[src/rtl/video_tpg_pkg.sv]
// Shared constants for the video test-pattern source: pattern modes, FSM states
// and the Galois LFSR step used by both the generator and its LFSR sub-block.
package video_tpg_pkg;

  localparam logic [1:0] MODE_RAMP         = 2'd0;
  localparam logic [1:0] MODE_RANDOM       = 2'd1;
  localparam logic [1:0] MODE_CHECKER      = 2'd2;
  localparam logic [1:0] MODE_RANDOM_BURST = 2'd3;

  typedef enum logic [1:0] {
    ST_IDLE = 2'd0,
    ST_TRAN = 2'd1,
    ST_INTV = 2'd2
  } state_e;

  localparam logic [31:0] LFSR_POLY = 32'h8020_0003;

  // Right-shifting Galois form: the feedback tap is bit 0.
  function automatic logic [31:0] lfsr_step(input logic [31:0] s);
    return (s >> 1) ^ (s[0] ? LFSR_POLY : 32'h0);
  endfunction

endpackage

[src/rtl/video_pattern_axis_gen_lfsr.sv]
// 32-bit Galois LFSR; steps once per asserted advance, synchronous active-low reset.
module lfsr_galois32
  import video_tpg_pkg::*;
#(
  parameter logic [31:0] SEED = 32'h0000_0001
) (
  input  logic        clk,
  input  logic        rst_n,
  input  logic        advance,
  output logic [31:0] state
);

  logic [31:0] state_q;

  always_ff @(posedge clk) begin
    if (!rst_n) begin
      state_q <= SEED;
    end else if (advance) begin
      state_q <= lfsr_step(state_q);
    end
  end

  assign state = state_q;

endmodule

[src/rtl/video_pattern_axis_gen.sv]
// AXI4-Stream video test-pattern source: frame/line counters, IDLE/TRAN/INTV
// sequencer, and a registered data mux for RAMP, RANDOM, CHECKER and RANDOM_BURST.
module video_pattern_axis_gen
  import video_tpg_pkg::*;
#(
  parameter int          DW          = 16,
  parameter int          ACTIVE_HORI = 1366,
  parameter int          ACTIVE_VERT = 768,
  parameter logic [31:0] SEED        = 32'h0000_0001
) (
  input  logic          aclk,
  input  logic          aresetn,
  input  logic          enable,
  input  logic [1:0]    mode,
  output logic [DW-1:0] tdata_m,
  output logic          tlast_m,
  output logic          tuser_m,
  output logic          tvalid_m,
  input  logic          tready_m,
  output logic [15:0]   frame_cnt,
  output logic          frame_done
);

  localparam logic [15:0] PIX_LAST  = 16'(ACTIVE_HORI - 1);
  localparam logic [15:0] LINE_LAST = 16'(ACTIVE_VERT - 1);

  state_e        state_q, state_d;
  logic [1:0]    mode_q, mode_d;
  logic [15:0]   pix_q, pix_d;
  logic [15:0]   line_q, line_d;
  logic [5:0]    burst_q, burst_d;
  logic [4:0]    gap_q, gap_d;
  logic [4:0]    gap_cnt_q, gap_cnt_d;
  logic [DW-1:0] tdata_q;
  logic          tvalid_q, tlast_q, tuser_q;
  logic [15:0]   frame_cnt_q;
  logic          frame_done_q;
  logic [31:0]   lfsr_q, lfsr_d;
  logic          accept, line_end, frame_end, burst_end, burst_load;

  function automatic logic [DW-1:0] pixel_data(input logic [1:0]  m,
                                               input logic [15:0] p,
                                               input logic [15:0] l,
                                               input logic [31:0] r);
    logic [31:0] sum;
    sum = {16'h0, p} + {16'h0, l};
    case (m)
      MODE_RAMP:    return sum[DW-1:0];
      MODE_CHECKER: return (p[3] ^ l[3]) ? {DW{1'b1}} : {DW{1'b0}};
      default:      return r[DW-1:0];
    endcase
  endfunction

  function automatic logic [5:0] draw_len(input logic [31:0] r);
    return {1'b0, r[20:16]} + 6'd1;
  endfunction

  function automatic logic [4:0] draw_gap(input logic [31:0] r);
    return r[28:24];
  endfunction

  lfsr_galois32 #(.SEED(SEED)) u_lfsr (
    .clk     (aclk),
    .rst_n   (aresetn),
    .advance (accept),
    .state   (lfsr_q)
  );

  assign accept    = tvalid_q & tready_m;
  assign line_end  = (pix_q == PIX_LAST);
  assign frame_end = line_end && (line_q == LINE_LAST);
  assign burst_end = (mode_q == MODE_RANDOM_BURST) && (burst_q == 6'd1);
  assign lfsr_d    = accept ? lfsr_step(lfsr_q) : lfsr_q;

  always_comb begin
    pix_d  = pix_q;
    line_d = line_q;
    if (accept) begin
      if (line_end) begin
        pix_d  = 16'd0;
        line_d = (line_q == LINE_LAST) ? 16'd0 : line_q + 16'd1;
      end else begin
        pix_d = pix_q + 16'd1;
      end
    end
  end

  always_comb begin
    state_d    = state_q;
    mode_d     = mode_q;
    burst_d    = burst_q;
    gap_d      = gap_q;
    gap_cnt_d  = gap_cnt_q;
    burst_load = 1'b0;
    case (state_q)
      ST_IDLE: begin
        if (enable) begin
          state_d    = ST_TRAN;
          mode_d     = mode;
          burst_load = 1'b1;
        end
      end
      ST_TRAN: begin
        if (accept) begin
          if (frame_end && !enable) begin
            state_d = ST_IDLE;
          end else begin
            if (frame_end) mode_d = mode;
            if (burst_end && (gap_q != 5'd0)) begin
              state_d   = ST_INTV;
              gap_cnt_d = gap_q;
            end else if (burst_end || (mode_q != MODE_RANDOM_BURST)) begin
              // Outside burst mode the draw is kept fresh so a switch into it starts cleanly.
              burst_load = 1'b1;
            end else begin
              burst_d = burst_q - 6'd1;
            end
          end
        end
      end
      ST_INTV: begin
        gap_cnt_d = gap_cnt_q - 5'd1;
        if (gap_cnt_q == 5'd1) begin
          state_d    = ST_TRAN;
          burst_load = 1'b1;
        end
      end
      default: state_d = ST_IDLE;
    endcase
    if (burst_load) begin
      burst_d = draw_len(lfsr_d);
      gap_d   = draw_gap(lfsr_d);
    end
  end

  always_ff @(posedge aclk) begin
    if (!aresetn) begin
      state_q      <= ST_IDLE;
      mode_q       <= MODE_RAMP;
      pix_q        <= 16'd0;
      line_q       <= 16'd0;
      burst_q      <= 6'd1;
      gap_q        <= 5'd0;
      gap_cnt_q    <= 5'd0;
      tdata_q      <= '0;
      tvalid_q     <= 1'b0;
      tlast_q      <= 1'b0;
      tuser_q      <= 1'b1;
      frame_cnt_q  <= 16'd0;
      frame_done_q <= 1'b0;
    end else begin
      state_q      <= state_d;
      mode_q       <= mode_d;
      pix_q        <= pix_d;
      line_q       <= line_d;
      burst_q      <= burst_d;
      gap_q        <= gap_d;
      gap_cnt_q    <= gap_cnt_d;
      // Outputs are built from next-state values so they stay registered yet current.
      tdata_q      <= pixel_data(mode_d, pix_d, line_d, lfsr_d);
      tvalid_q     <= (state_d == ST_TRAN);
      tlast_q      <= (pix_d == PIX_LAST);
      tuser_q      <= (pix_d == 16'd0) && (line_d == 16'd0);
      frame_done_q <= accept && frame_end;
      if (accept && frame_end) frame_cnt_q <= frame_cnt_q + 16'd1;
    end
  end

  assign tdata_m    = tdata_q;
  assign tvalid_m   = tvalid_q;
  assign tlast_m    = tlast_q;
  assign tuser_m    = tuser_q;
  assign frame_cnt  = frame_cnt_q;
  assign frame_done = frame_done_q;

endmodule

[config.mk]
export PLATFORM = sky130hd
export DESIGN_NAME = video_pattern_axis_gen
export DESIGN_NICKNAME = d
export VERILOG_FILES = /design/src/rtl/video_tpg_pkg.sv /design/src/rtl/video_pattern_axis_gen_lfsr.sv /design/src/rtl/video_pattern_axis_gen.sv
export SDC_FILE = /design/constraint.sdc
export NUM_CORES = 1
export LEC_CHECK = 0
export ABC_AREA = 1
export BUFFER_PORTS_ARGS = -buffer_cell sky130_fd_sc_hd__buf_2
export CAP_MARGIN = 10
export CELL_PAD_IN_SITES_DETAIL_PLACEMENT = 1
export CELL_PAD_IN_SITES_GLOBAL_PLACEMENT = 2
export CORE_ASPECT_RATIO = 1.1
export CORE_MARGIN = 2
export CORE_UTILIZATION = 34
export DETAILED_ROUTE_END_ITERATION = 10
export GPL_TIMING_DRIVEN = 0
export PLACE_DENSITY_LB_ADDON = 0.1
export SLEW_MARGIN = 10
export SYNTH_ARGS = -nofsm -noshare
export SYNTH_HDL_FRONTEND = slang
export SYNTH_HIERARCHICAL = 1
export SYNTH_SLANG_ARGS = --single-unit
[constraint.sdc]
create_clock -name aclk -period 3.9 [get_ports aclk]
set_input_delay 0.195 -clock aclk [delete_from_list [all_inputs] [get_ports aclk]]
set_output_delay 0.195 -clock aclk [all_outputs]
set_load 0.005 [all_outputs]
* Word level (Yosys, flattened, before mapping)
Index checks and enable logic that the tools add are counted.
** Operators by class
- Equal/unequal tests :: 17
- Mux-type cells :: 37
- Reduce and logical (&&, ||, !) cells :: 18
- Shifts and indexed selects :: 0
- Bitwise gates (word level) :: 3
- $mul :: 0
- Magnitude comparators :: 0
- Divide/modulo/power cells :: 0
- Add/sub/neg operators :: 7
** Operators with widths (number)
- 16-bit two-way mux :: 6
- 16-bit by 1-bit adder with 16-bit output (second input constant) :: 3
- 6-bit two-way mux :: 6
- 16-bit by 11-bit equality test with 1-bit output (second input constant) :: 2
- 16-bit logical NOT :: 2
- 32-bit two-way mux :: 1
- 16-bit one-hot mux with 2 select lines :: 1
- 31-bit by 32-bit bitwise XOR with 32-bit output :: 1
- 29-bit two-way mux :: 1
- 2-bit two-way mux :: 9
- 16-bit adder :: 1
- 16-bit by 10-bit equality test with 1-bit output (second input constant) :: 1
- 5-bit two-way mux :: 3
- 2-bit inequality test (second input constant) :: 7
- 5-bit one-hot mux with 2 select lines :: 1
- 5-bit by 1-bit adder with 6-bit output (second input constant) :: 1
- 2-bit equality test (second input constant) :: 3
- 6-bit by 1-bit equality test with 1-bit output (second input constant) :: 1
- 1-bit logical AND :: 6
- 1-bit two-way mux :: 6
- 2-bit one-hot mux with 3 select lines :: 1
- 2-bit nonzero test :: 3
- 6-bit by 1-bit subtractor with 6-bit output (second input constant) :: 1
- 5-bit by 1-bit equality test with 1-bit output (second input constant) :: 1
- 12 further kinds :: 14
** Storage, ports and cells
- ROM bits :: 0
- RAM bits :: 0
- Latch bits :: 0
- Register bits :: 120
- Memories kept :: 0

* Depth between registers and ports, before layout
- Word-level depth :: 10
- Gate-level depth with buffers :: 24

* Modules after synthesis
The synthesis kept the hierarchy.
** By module, submodules not included
- video_pattern_axis_gen :: cells each 938, times used 1, area each 5972.0 µm²
- lfsr_galois32 :: cells each 149, times used 1, area each 1198.6 µm²

* Least setup slack after synthesis
OpenSTA, ideal clock, no wires.
- Path type :: register -> register
- From :: reg pix_q[0]
- To :: reg tdata_q[7], in the netlist tdata_m[7]
- Data required time :: 3.768 ns
- Library setup time :: 0.132 ns
- Period minus slack after synthesis :: 3.018 ns
- Stages on the path, launching flop included :: 22
- Buffers on the path :: 1
- Arrival :: 2.886 ns
- Path slack :: 0.882 ns
- Cell sequence :: dfxtp_1 ha_1 inv_1 nor2_1 nand2_1 nor2_4 nand3_4 clkbuf_1 nand2_1 inv_1 ha_1 nand2_1 nor2_1 a211oi_1 nor2_1 o21ai_0 nand2_1 nand2_1 nand2_1 or2_2 nand3_2 a21oi_2
** Between the ends
- Elaborated cells between the ends (all ways) :: 18
- Those cells by class :: add/sub (2); eq/ne (2); mux (10); bitwise (1); reduce/logical (3)
** RTL lines
- start: declaration :: line video_pattern_axis_gen.sv:29 : logic [15:0] pix_q, pix_d;
- start signal: assignment :: line video_pattern_axis_gen.sv:154 : pix_q <= pix_d;
- 16-bit by 1-bit adder with 16-bit output or 16-bit by 11-bit equality test with 1-bit output (tied branches) :: line video_pattern_axis_gen.sv:83, video_pattern_axis_gen.sv:70
- 16-bit two-way mux * :: line video_pattern_axis_gen.sv:79 : if (line_end) begin
- 16-bit two-way mux * :: line video_pattern_axis_gen.sv:78 : if (accept) begin
- net pix_d[2] :: line video_pattern_axis_gen.sv:29
- 16-bit adder * :: line video_pattern_axis_gen.sv:46 : sum = {16'h0, p} + {16'h0, l};
- 16-bit one-hot mux with 2 select lines * :: line video_pattern_axis_gen.sv:47 : case (m)
- end signal: assignment :: line video_pattern_axis_gen.sv:160 : tdata_q <= pixel_data(mode_d, pix_d, line_d, lfsr_d);
- end: declaration :: line video_pattern_axis_gen.sv:34 : logic [DW-1:0] tdata_q;
Mark *: on every way through the listed nets, which the timed path passes. The rest lies on a longest branch.
A chain may end at the register's enable or synchronous reset.

* Worst setup path in the final report
- From :: reg pix_q[0]
- To :: reg tdata_q[15], in the netlist tdata_m[15]
The elaborated chain is that of the path after synthesis.

==> reports/qor.yml <==
run_status:
  status: "finished, final reports clean"
floorplanning:
  die_area_um2: 22270
  core_area_um2: 20640
  io_pins: 42
  die_y_um: 156.3
  die_width_um: 142.5
  rows: 55
  initial_core_util_pct: 34.73
sta:
  max_slew_margin_pct: 45.42
  whs_ns: 0.1469
  finClkSkew_ns: 0.01099
  tightest_slew_ns: 0.8186
  timing.final.crit_period_ns: 3.542
  maxSlewViolCount: 0
  setup_viol: 0
  rsz0062_at_grt: "true"
  post-route-period-util_pct: 90.83
  hold_viol_final: 0
  fmax_mhz: 282.3
critical_path:
  crit_path_max_fanout: 10
  path_class: "register to register"
  worstPathArrival_ns: 3.88
  cp-start-kind: "register"
  critPathRequiredTime_ns: 4.24
  endpoint_kind: "register"
cts:
  clk_pin_slew_worst_paths_ns: 0.05
  cts_tree: "built"
  cts-buffers-inserted: 17
  cts_buffer_depth: 2
  clk_latency_ns: 0.42
  cts_sinks: 120
  cts_setup_buffers: 0
  root_buffer: "clkbuf_16"
  htree_levels: 4
layout:
  antennaDiodeCount: 0
  fin_nets: 1177
  post-route-cell-area_um2: 8334
  syn_to_final_growth_pct: 16.23
  final_layout_size_suffix_gt1_share_pct: 12.41
logic_synthesis:
  syn_area_um2: 7171
  synthMuxAreaShare_pct: 0.1396
  synth_edf_count: 0
  synth-warning-count: 6
  synth_compound_area_share_pct: 13.75
  synth_top_family_by_area: "simple AND/OR/NAND/NOR gates"
  syn_area_per_cell_um2: 6.597
  synth_xor_area_share_pct: 2.076
  netlist_instances: 1087
  synth-seq-cells: 120
  yosys.area_share.simple_pct: 35.02
  ys.flop_type: "dfxtp_1"
  ys_seq_area_share_pct: 33.50
  syn-num-nets: 1117
  ys_async_sr_fraction_pct: 0
  synth_fa_ha_area_share_pct: 4.292
  ys_types: 50
route:
  wl_um: 22650
  drc: 0
  wl_per_cell_um: 16.00
  avgViaCountPerCell: 4.989
  ant_nets: 0
  drt_iter0_markers: 276
  firstDrtPassIters: 4
  num_vias: 7064
global_route:
  grt-ovfl-total: 0
  grt_start_max_net_pins: 17
  grt_pass1_vias: 7249
  antenna_found_initial: 0
  grt_pass1_wl_um: 37470
  grtUsageTotal_pct: 21.28
pwr:
  cellPowerDensity_nw_per_um2: 384.2
  p_leak_nw: 3.964
  ir_drop_v: 0.0002983
placed_design:
  dp_hpwl_um: 17670
  place_area_um2: 7696
  gp_congestion: 0.8328
  port_buffers: 41
worst_hold_path:
  hold_class: "input port to register"
flow_run:
  drv_cap: 0
[stage by stage]
step	cells	setup TNS (ns)	utilization, %	power (mW)	setup WS, ns
3_3_place_gp	1384	-0.1679	37.28	1.593	-0.1380
6_report	1416	0	40.37	3.202	0.3577
4_1_cts	1416	0	40.21	3.246	0.02661
3_5_place_dp	1384	-0.1729	37.28	1.595	-0.1729
5_1_grt	1416	-0.03548	40.37	3.334	-0.02525
2_1_floorplan	1087	0	-	1.504	0.8822
[critical path, cell delays in order, from the launching register on]
cell,delay [ns]
dfxtp_2,0.39
ha_1,0.20
inv_1,0.06
nor2_1,0.08
nand2_1,0.09
nor2_4,0.14
nand3_4,0.16
clkbuf_4,0.26
nand2_1,0.15
inv_1,0.07
ha_1,0.36
nand2_1,0.08
nor2_1,0.04
a211oi_2,0.18
nor2_1,0.09
o21ai_0,0.15
nand2_1,0.17
nand2_1,0.09
nand2_1,0.11
nand2_1,0.13
nand2_1,0.06
nand2_1,0.09
nand3_1,0.12
a21oi_1,0.16
[registers in the layout, summed over array words and instances (netlist names)]
register	cells
mode_q	2
gap_cnt_q	5
tlast_m	1
burst_q	6
line_q	16
tuser_m	1
tvalid_m	1
pix_q	16
frame_done	1
frame_cnt	16
u_lfsr/state	32
tdata_m	16
gap_q	5
state_q	2
[layer usage]
| metal | wire length, µm | track usage, % |
|---|---|---|
| met4 | 324 | 5.988 |
| met5 | 0 | 0 |
| met3 | 422 | 2.632 |
| met1 | 10770 | 27.33 |
| met2 | 11140 | 37.41 |
[cell usage after synthesis, types with 6 or more instances]
master	instances	area share, %
a31oi_1	7	0.61
ha_1	23	4.0
xnor2_1	7	0.86
dfxtp_1	120	34
nand4_1	31	2.7
xor2_1	10	1.2
buf_2	6	0.42
o211ai_1	7	0.73
nor3_1	34	2.4
or2_2	8	0.70
nor2_1	168	8.8
nand3_1	69	4.8
inv_1	149	7.8
o21ai_0	78	5.4
clkbuf_1	18	0.94
buf_6	9	1.4
a21oi_1	58	4.0
nand2_1	214	11
[path summary, 6_finish.rpt]
check	start	slack (ns)	cells after the start	end
worst min-delay path	mode[1]	0.15	3	mode_q[1]
worst max register to register	pix_q[0]	0.36	23	tdata_m[15]
worst max-delay path	pix_q[0]	0.36	23	tdata_m[15]
worst min register to register	frame_cnt[14]	0.48	2	frame_cnt[14]
[logic make-up (layout without fill, tap and decap cells)]
logic type               count (synthesis)  in the layout
multiplexers                             1              1
AND/OR/NAND/NOR                        558            558
XOR/XNOR                                17             17
buffers and inverters                  191            264
flip-flops                             120            120
adder cells (fa/ha/maj)                 24             24
AO/OA/AOI/OAI                          176            176
[power by group]
group / switching, mW / leakage (nW) / internal [mW]
Combinational: 0.175 / 2.70 / 0.0892
Clock: 0.617 / 0.286 / 1.02
Sequential: 0.0339 / 0.974 / 1.27
[repair_timing]
action / 4_1_cts / 5_1_grt
cloned: 0 / 0
setup endpoints to repair: 3 / 7
gates resized for setup: 6 / 13
hold buffers: 0 / 0
[final cells by class]
cell class                      count  area, µm²
Buffer                             35      224.0
Clock buffer                       20      446.7
Clock inverter                     12      150.1
Fill cell                        2714      12310
Inverter                          156      590.6
Multi-Input combinational cell    776       3994
Sequential cell                   120       2404
Tap cell                          256      320.3
Timing Repair Buffer               41      205.2
[layout by cell type, fill, tap and decap left out, drive strengths merged]
cell / n
a221oi: 1
clkinvlp: 3
o21a: 3
nor4: 5
nor2: 176
ha: 23
inv: 157
and3: 1
fa: 1
o221ai: 1
nor3b: 1
nand3b: 2
nor3: 36
or2: 9
nand4: 31
a2111oi: 1
clkinv: 5
mux2i: 1
a31oi: 7
a21oi: 63
nand3: 75
o21ai: 84
o211ai: 8
clkbuf: 40
dfxtp: 120
buf: 56
o311ai: 1
a211oi: 3
o21bai: 1
and2: 2
xor2: 10
a311oi: 1
bufinv: 3
nand2: 220
xnor2: 7
a21o: 2
Note: power is estimated with default switching activity, not from simulation.
